===== src/rtl/processor_pkg.sv =====
// processor_pkg: opcode constants and FSM states shared by the sequencer
package processor_pkg;
    localparam logic [1:0] OP_HOLD = 2'b00;
    localparam logic [1:0] OP_STEP = 2'b01;
    localparam logic [1:0] OP_JUMP = 2'b10;
    localparam logic [1:0] OP_WAIT = 2'b11;
    typedef enum logic {ST_READY, ST_WAITING} fsm_t;
endpackage


===== src/rtl/processor_seq_if.sv =====
// processor_seq_if: valid/ready instruction port between fetch and sequencer
interface processor_seq_if #(parameter int STATE_W = 4);
    logic               instr_valid;
    logic [1:0]         instr;
    logic [STATE_W-1:0] target;
    logic               instr_ready;
    modport master (output instr_valid, instr, target, input instr_ready);
    modport slave (input instr_valid, instr, target, output instr_ready);
endinterface


===== src/rtl/processor_wait_ctr.sv =====
// processor_wait_ctr: loadable down-counter timing the WAIT opcode
module processor_wait_ctr #(
    parameter int STATE_W = 4
) (
    input  logic               clk,
    input  logic               reset,
    input  logic               en,
    input  logic               load,
    input  logic [STATE_W-1:0] din,
    output logic               zero_next
);
    logic [STATE_W-1:0] cnt;
    assign zero_next = cnt == STATE_W'(1);
    always_ff @(posedge clk or negedge reset) begin
        if (!reset) cnt <= '0;
        else if (load) cnt <= din;
        else if (en && cnt != '0) cnt <= cnt - 1'b1;
    end
endmodule


===== src/rtl/processor_seq.sv =====
// processor_seq: instruction-driven state sequencer with HOLD/STEP/JUMP/WAIT
module processor_seq
    import processor_pkg::*;
#(
    parameter int                 STATE_W    = 4,
    parameter logic [STATE_W-1:0] INIT_STATE = '0,
    parameter logic [STATE_W-1:0] LAST_STATE = '1
) (
    input  logic               clk,
    input  logic               reset,
    input  logic               clk_en,
    processor_seq_if.slave     bus,
    output logic [STATE_W-1:0] state,
    output logic               wrap,
    output logic               err,
    output logic               wait_done
);
    fsm_t               fsm, fsm_n;
    logic [STATE_W-1:0] state_n;
    logic               wrap_n, err_n, done_n, accept, load, zero_next;
    assign bus.instr_ready = fsm == ST_READY;
    assign accept = clk_en & bus.instr_valid & bus.instr_ready;
    assign load = accept && bus.instr == OP_WAIT && bus.target != '0;
    processor_wait_ctr #(.STATE_W(STATE_W)) u_ctr (
        .clk(clk),
        .reset(reset),
        .en(clk_en && fsm == ST_WAITING),
        .load(load),
        .din(bus.target),
        .zero_next(zero_next)
    );
    always_comb begin
        state_n = state;
        fsm_n = fsm;
        wrap_n = 1'b0;
        err_n = 1'b0;
        done_n = 1'b0;
        if (fsm == ST_WAITING) begin
            done_n = zero_next;
            fsm_n = zero_next ? ST_READY : ST_WAITING;
        end else if (accept) begin
            case (bus.instr)
                OP_STEP: begin
                    // states above LAST_STATE also wrap back to INIT_STATE
                    wrap_n = state >= LAST_STATE;
                    state_n = wrap_n ? INIT_STATE : state + 1'b1;
                end
                OP_JUMP: begin
                    err_n = bus.target > LAST_STATE;
                    state_n = err_n ? state : bus.target;
                end
                OP_WAIT: begin
                    done_n = bus.target == '0;
                    fsm_n = done_n ? ST_READY : ST_WAITING;
                end
                default: ;
            endcase
        end
    end
    always_ff @(posedge clk or negedge reset) begin
        if (!reset) begin
            fsm <= ST_READY;
            state <= INIT_STATE;
            wrap <= 1'b0;
            err <= 1'b0;
            wait_done <= 1'b0;
        end else if (clk_en) begin
            fsm <= fsm_n;
            state <= state_n;
            wrap <= wrap_n;
            err <= err_n;
            wait_done <= done_n;
        end
    end
endmodule


===== src/flat_wrapper.sv =====
// flat-port wrapper written by rule: the top's interface ports become plain ports
module processor_seq_flat import processor_pkg::*;
#(
    parameter int                 STATE_W    = 4,
    parameter logic [STATE_W-1:0] INIT_STATE = '0,
    parameter logic [STATE_W-1:0] LAST_STATE = '1
)
  (clk, reset, clk_en, state, wrap, err, wait_done, bus_instr_valid, bus_instr, bus_target, bus_instr_ready);
  processor_seq_if #(.STATE_W(STATE_W)) bus_i ();
  input  logic clk;
  input  logic reset;
  input  logic clk_en;
  output logic [STATE_W-1:0] state;
  output logic wrap;
  output logic err;
  output logic wait_done;
  input wire logic [$bits(bus_i.instr_valid)-1:0] bus_instr_valid;
  input wire logic [$bits(bus_i.instr)-1:0] bus_instr;
  input wire logic [$bits(bus_i.target)-1:0] bus_target;
  output wire logic [$bits(bus_i.instr_ready)-1:0] bus_instr_ready;
  assign bus_i.instr_valid = bus_instr_valid;
  assign bus_i.instr = bus_instr;
  assign bus_i.target = bus_target;
  assign bus_instr_ready = bus_i.instr_ready;
  processor_seq #(.STATE_W(STATE_W), .INIT_STATE(INIT_STATE), .LAST_STATE(LAST_STATE)) u_core (.clk(clk), .reset(reset), .clk_en(clk_en), .bus(bus_i), .state(state), .wrap(wrap), .err(err), .wait_done(wait_done));
endmodule

===== config.mk =====
export PLATFORM = sky130hd
export DESIGN_NAME = processor_seq_flat
export DESIGN_NICKNAME = d
export VERILOG_FILES = /design/src/rtl/processor_pkg.sv /design/src/rtl/processor_seq_if.sv /design/src/rtl/processor_wait_ctr.sv /design/src/rtl/processor_seq.sv /design/src/flat_wrapper.sv
export SDC_FILE = /design/constraint.sdc
export NUM_CORES = 1
export LEC_CHECK = 0
export BUFFER_PORTS_ARGS = -buffer_cell sky130_fd_sc_hd__buf_2
export CORE_AREA = 4 4 42 44
export DETAILED_ROUTE_END_ITERATION = 12
export DIE_AREA = 0 0 46 48
export GPL_TIMING_DRIVEN = 0
export PLACE_DENSITY_LB_ADDON = 0.1
export SKIP_CTS_REPAIR_TIMING = 1
export SLEW_MARGIN = 20
export SYNTH_ARGS = -nofsm -noshare
export SYNTH_HDL_FRONTEND = slang
export SYNTH_SLANG_ARGS = --single-unit
export TNS_END_PERCENT = 1

===== constraint.sdc =====
create_clock -name clk -period 2.9 [get_ports clk]
set_clock_uncertainty 0.15 [all_clocks]
set_input_delay 0.58 -clock clk [delete_from_list [all_inputs] [get_ports clk]]
set_output_delay 0.58 -clock clk [all_outputs]
set_load 0.01 [all_outputs]

After elaboration in Yosys (flattened, before gate mapping)
Cells that the tools add are included.
Storage, ports and cells
  register bits after elaboration: 12
Cells by class
  add/subtract/negate cells: 2
  $lt $le $gt $ge: 2
  eq/ne operators: 5
  multiplexer cells: 19
  bitwise operators: 3
  reduce and logical (&&, ||, !) cells: 10
Operators with widths (number)
  two-way mux 4 bit: 4
  two-way mux 1 bit: 14
  one-hot mux 4 bit (2 select lines): 1
  nonzero test 4 bit: 2
  AND reduction 5 bit: 1
  adder 4 x 1 -> 4 bit (second input constant): 1
  equality test 2 bit (second input constant): 2
  equality test 4 x 1 -> 1 bit (second input constant): 1
  >= comparator 4 bit (second input constant): 1
  greater-than comparator 4 bit (second input constant): 1
  logical AND 1 bit: 4
  logical NOT 4 bit: 1
  nonzero test 2 bit: 2
  subtractor 4 x 1 -> 4 bit (second input constant): 1
  AND 1 bit: 2
  equality test 2 x 1 -> 1 bit (second input constant): 1
  inequality test 2 bit (second input constant): 1
  inverter 1 bit: 1

Longest topological paths before layout
  word-level depth: 5
  mapped depth: 7
  mapped depth without buffers: 6

Modules after synthesis
A second synthesis with hierarchy kept.
Second synthesis, totals
  cells, all modules: 81
  area total of the unflattened synthesis: 762.0 um^2
Modules (own cells, without submodules)
  processor_seq: instances 1, cells each 52, area each 479.2 um^2
  processor_wait_ctr: instances 1, cells each 29, area each 282.8 um^2

Worst setup path before layout
Ideal clock, no wire load.
  path type: input -> register
  from: input bus_instr[0]
  to: register u_core.state[2]
  setup time: 0.124 ns
  arrival time: 1.507 ns
  setup slack: 1.119 ns
  stages on the path: 7
  path through: inv_1 -> ha_1 -> and4bb_2 -> buf_2 -> nand3_1 -> o21ai_0 -> a21oi_1
On the way
  cells in the longest elaborated chain, start to end: 3
  elaborated cells between the ends (all ways): 6
Ends and longest elaborated chain
  from (decl): line flat_wrapper.sv:18  | input wire logic [$bits(bus_i.instr)-1:0] bus_instr;
  equality test 2 bit / equality test 2 x 1 -> 1 bit (equally long branches): line processor_seq.sv:42  | case (bus.instr)
  inequality test 2 bit (no line) / nonzero test 2 bit (equally long branches)
  AND reduction 5 bit (no line)
  to (signal assigned): line processor_seq.sv:69  | state <= state_n;
  to (decl): line processor_seq.sv:13  | output logic [STATE_W-1:0] state,
Parallel ways exist; a longest one is shown, timed or not.
A chain may end at the register's enable or synchronous reset.

Worst setup path in the final report
Same ends and word-level chain as after synthesis.

==> metrics.md <==
| Metric | Value |
|---|---|
| Status | `finished clean` |
| Row count | `14` |
| Initial Util | `49.22%` |
| TritonCTS clock tree | `done` |
| Vias | `618` |
| Drt initial violations | `13` |
| DRC viols | `0` |
| P_leak | `0.0004098 uW` |
| Final-layout fill cell count | `141` |
| Vias/cell | `5.469` |
| CP arrival | `1.71 ns` |
| PD cells | `857.9 nW/um^2` |
| Distinct cell type count after synthesis | `30` |
| EDFF count, synth | `0` |
| Placed Cells | `109` |
| Top-count cell post-synth | `dfrtp_1` |
| Core region area | `1436 sq um` |
| Post-synthesis sequential area ratio | `38.94%` |
| Drt pass-1 iters | `4` |
| Io pins | `18` |
| Layout cell share with drive strength beyond 1 | `26.80%` |
| First-pass GRT wire length | `2.339 mm` |
| Syn Nets | `93` |
| Final Util | `58.01%` |
| Synth Instances | `77` |
| Worst-path clk slew | `0.08 ns` |
| Clk Latency, worst-skew pair | `0.27 ns` |
| Final Hold Viols | `0` |
| Height of the die | `48 microns` |
| Placed cell area | `807.0 sq um` |
| Endpoint type of the worst setup path | `register` |
| CTS max path bufs | `2` |
| Required @ worst endpoint | `2.90 ns` |
| Synth-to-Final Area Change | `17.88%` |
| Post-synth top cells | `11 x dfrtp_1, 10 x inv_1, 8 x nor2_1, 6 x a21oi_1, 6 x ha_1` |
| Synthesis Warnings | `0` |
| Final instance area | `833.3 sq um` |
| Reg2Reg Setup Slack | `1.31 ns` |
| Placer congestion estimate | `0.7347` |
| Worst VDD drop | `0.0004629 V` |
| Total power | `714.8 uW` |
| Period minus WS final | `1.706 ns` |
| Final cell count without fillers | `113` |
| Final Net Count | `114` |
| Post-synthesis area per instance | `9.181 sq um` |
| Slew Limit Fails | `0` |
| Most used flip-flop cell after synthesis | `dfrtp_1` |
| Unrepaired setup endpoints after global routing | `false` |
| Initial antenna violation count | `0` |
| Htree depth | `1` |
| #FFs+latches synth | `11` |
| Pin count of the biggest net entering global routing | `12` |
| Post-synth top area cell | `dfrtp_1` |
| Syn Std Cell Area | `706.9 sq um` |
| Final antenna-violating net count | `0` |
| Gr usage total | `14.95%` |
| Count of final setup violators | `0` |
| CTS buffer count | `3` |
| Setup CP Type | `in2reg` |
| Largest cells by area after synthesis | `dfrtp_1 39%, ha_1 11%, inv_1 5.3%, a21oi_1 4.2%, a221o_1 4.2%` |
| Clk root buf | `clkbuf_4` |
| Die area | `2208 sq um` |
| Max-cap violations | `0` |
| Drt wl/cell | `13.01 microns` |
| Top-area cell type share of the netlist area | `38.94%` |
| Final HPWL DP | `1.122 mm` |
| Fraction of registers with async set/reset | `100.0%` |
| Die Wd | `46 microns` |
| Grt ovf | `0` |
| Crit path launch type | `input pin` |
| Port Buffer Count | `16` |
| Crit share post-route | `58.83%` |
| Clock tree sinks | `11` |
| # diodes | `0` |
| Routed WL | `1.470 mm` |
| Setup TNS | `0 ns` |
| Vias in the first global route | `588` |
| Hold crit path type | `in2async` |
| Crit path max fanout | `9` |
| Fmax | `0.5861 GHz` |
[cells by family (layout without fill, tap and decap cells)]
| group | count (synthesis) | in the layout | share of synthesized area, % |
|---|---|---|---|
| adder cells (fa/ha/maj) | 6 | 6 | 10.62 |
| flip-flops | 11 | 11 | 38.94 |
| AO/OA/AOI/OAI | 21 | 21 | 20.00 |
| multiplexers | 1 | 1 | 1.416 |
| AND/OR/NAND/NOR | 23 | 23 | 18.94 |
| other | 1 | 1 | 0.5305 |
| buffers and inverters | 12 | 32 | 7.080 |
| XOR/XNOR | 2 | 2 | 2.478 |
[layer usage]
layer | vias to the layer above | track usage [%] | routed length, microns
met4 | 0 | 8.523 | 13
met2 | 17 | 23.63 | 665
met1 | 289 | 19.18 | 693
met3 | 2 | 2.632 | 97
met5 | - | 0 | 0
li1 | 310 | - | -
[cells in the final DEF (no fill, tap or decap)]
cell type  count
buf_2         17
o21ai_0        4
o22ai_1        2
a22o_1         1
a221o_1        3
conb_1         1
inv_1         10
and2b_4        1
nor2_1         8
nand3b_1       1
a22oi_1        1
a21oi_2        1
a21oi_1        6
buf_4          1
nor4_1         1
a32oi_1        1
nor3_1         2
a21o_1         2
or2_1          1
nand2_1        1
nand4_1        1
and4bb_2       1
xnor2_1        2
and4b_4        1
ha_1           6
clkbuf_4       3
nand3_1        3
clkbuf_1       1
mux2i_1        1
nor2_2         1
dfrtp_1       11
and2_1         1
[final timing paths]
| kind | to | cells past startpoint | startpoint |
|---|---|---|---|
| worst min register to register | u_core.wrap | 2 | u_core.wrap |
| worst max-delay path | u_core.state[2] | 8 | bus_instr[0] |
| max in group asynchronous | u_core.u_ctr.cnt[3] | 1 | reset |
| worst min-delay path | u_core.wait_done | 1 | reset |
| worst max register to register | u_core.u_ctr.cnt[3] | 4 | u_core.fsm |
| min in group clk | u_core.wrap | 2 | u_core.wrap |
[through the flow]
stage / worst slack, ns / hold slack, ns
floorplan: 1.119 / 0.1344
global placement: 0.9379 / 0.3185
detailed placement: 0.9221 / 0.3268
CTS: 1.207 / 0.03349
global route: 1.133 / 0.03739
finish: 1.194 / 0.02467
[power breakdown]
group	switching, uW	internal (uW)
Sequential	67.6	215
Combinational	166	159
Clock	53.7	53.2
Total	287	428
[sequential cells by signal, indices dropped and copies added (netlist names)]
register / count
u_core.fsm: 1
u_core.wrap: 1
u_core.state: 4
u_core.wait_done: 1
u_core.u_ctr.cnt: 4
[critical path, cell delays in order]
cell and delay [ns]:
buf_2 0.10, inv_1 0.04, ha_1 0.27, and4bb_2 0.27
buf_2 0.18, nand3_1 0.09, o21ai_0 0.09, a21oi_1 0.09
[area by class of cell]
cell class                 instances  area [sq um]  share of cell area (%)
timing repair buffer              16         80.08                   9.610
inverter                          10         37.54                   4.505
multi-input combinational         54         381.6                   45.80
clock buffer                       4         26.28                   3.153
buffer                             2         12.51                   1.502
sequential                        11         275.3                   33.03
tap                               16         20.02                   2.402
Note: power is estimated with default switching activity, not from simulation.
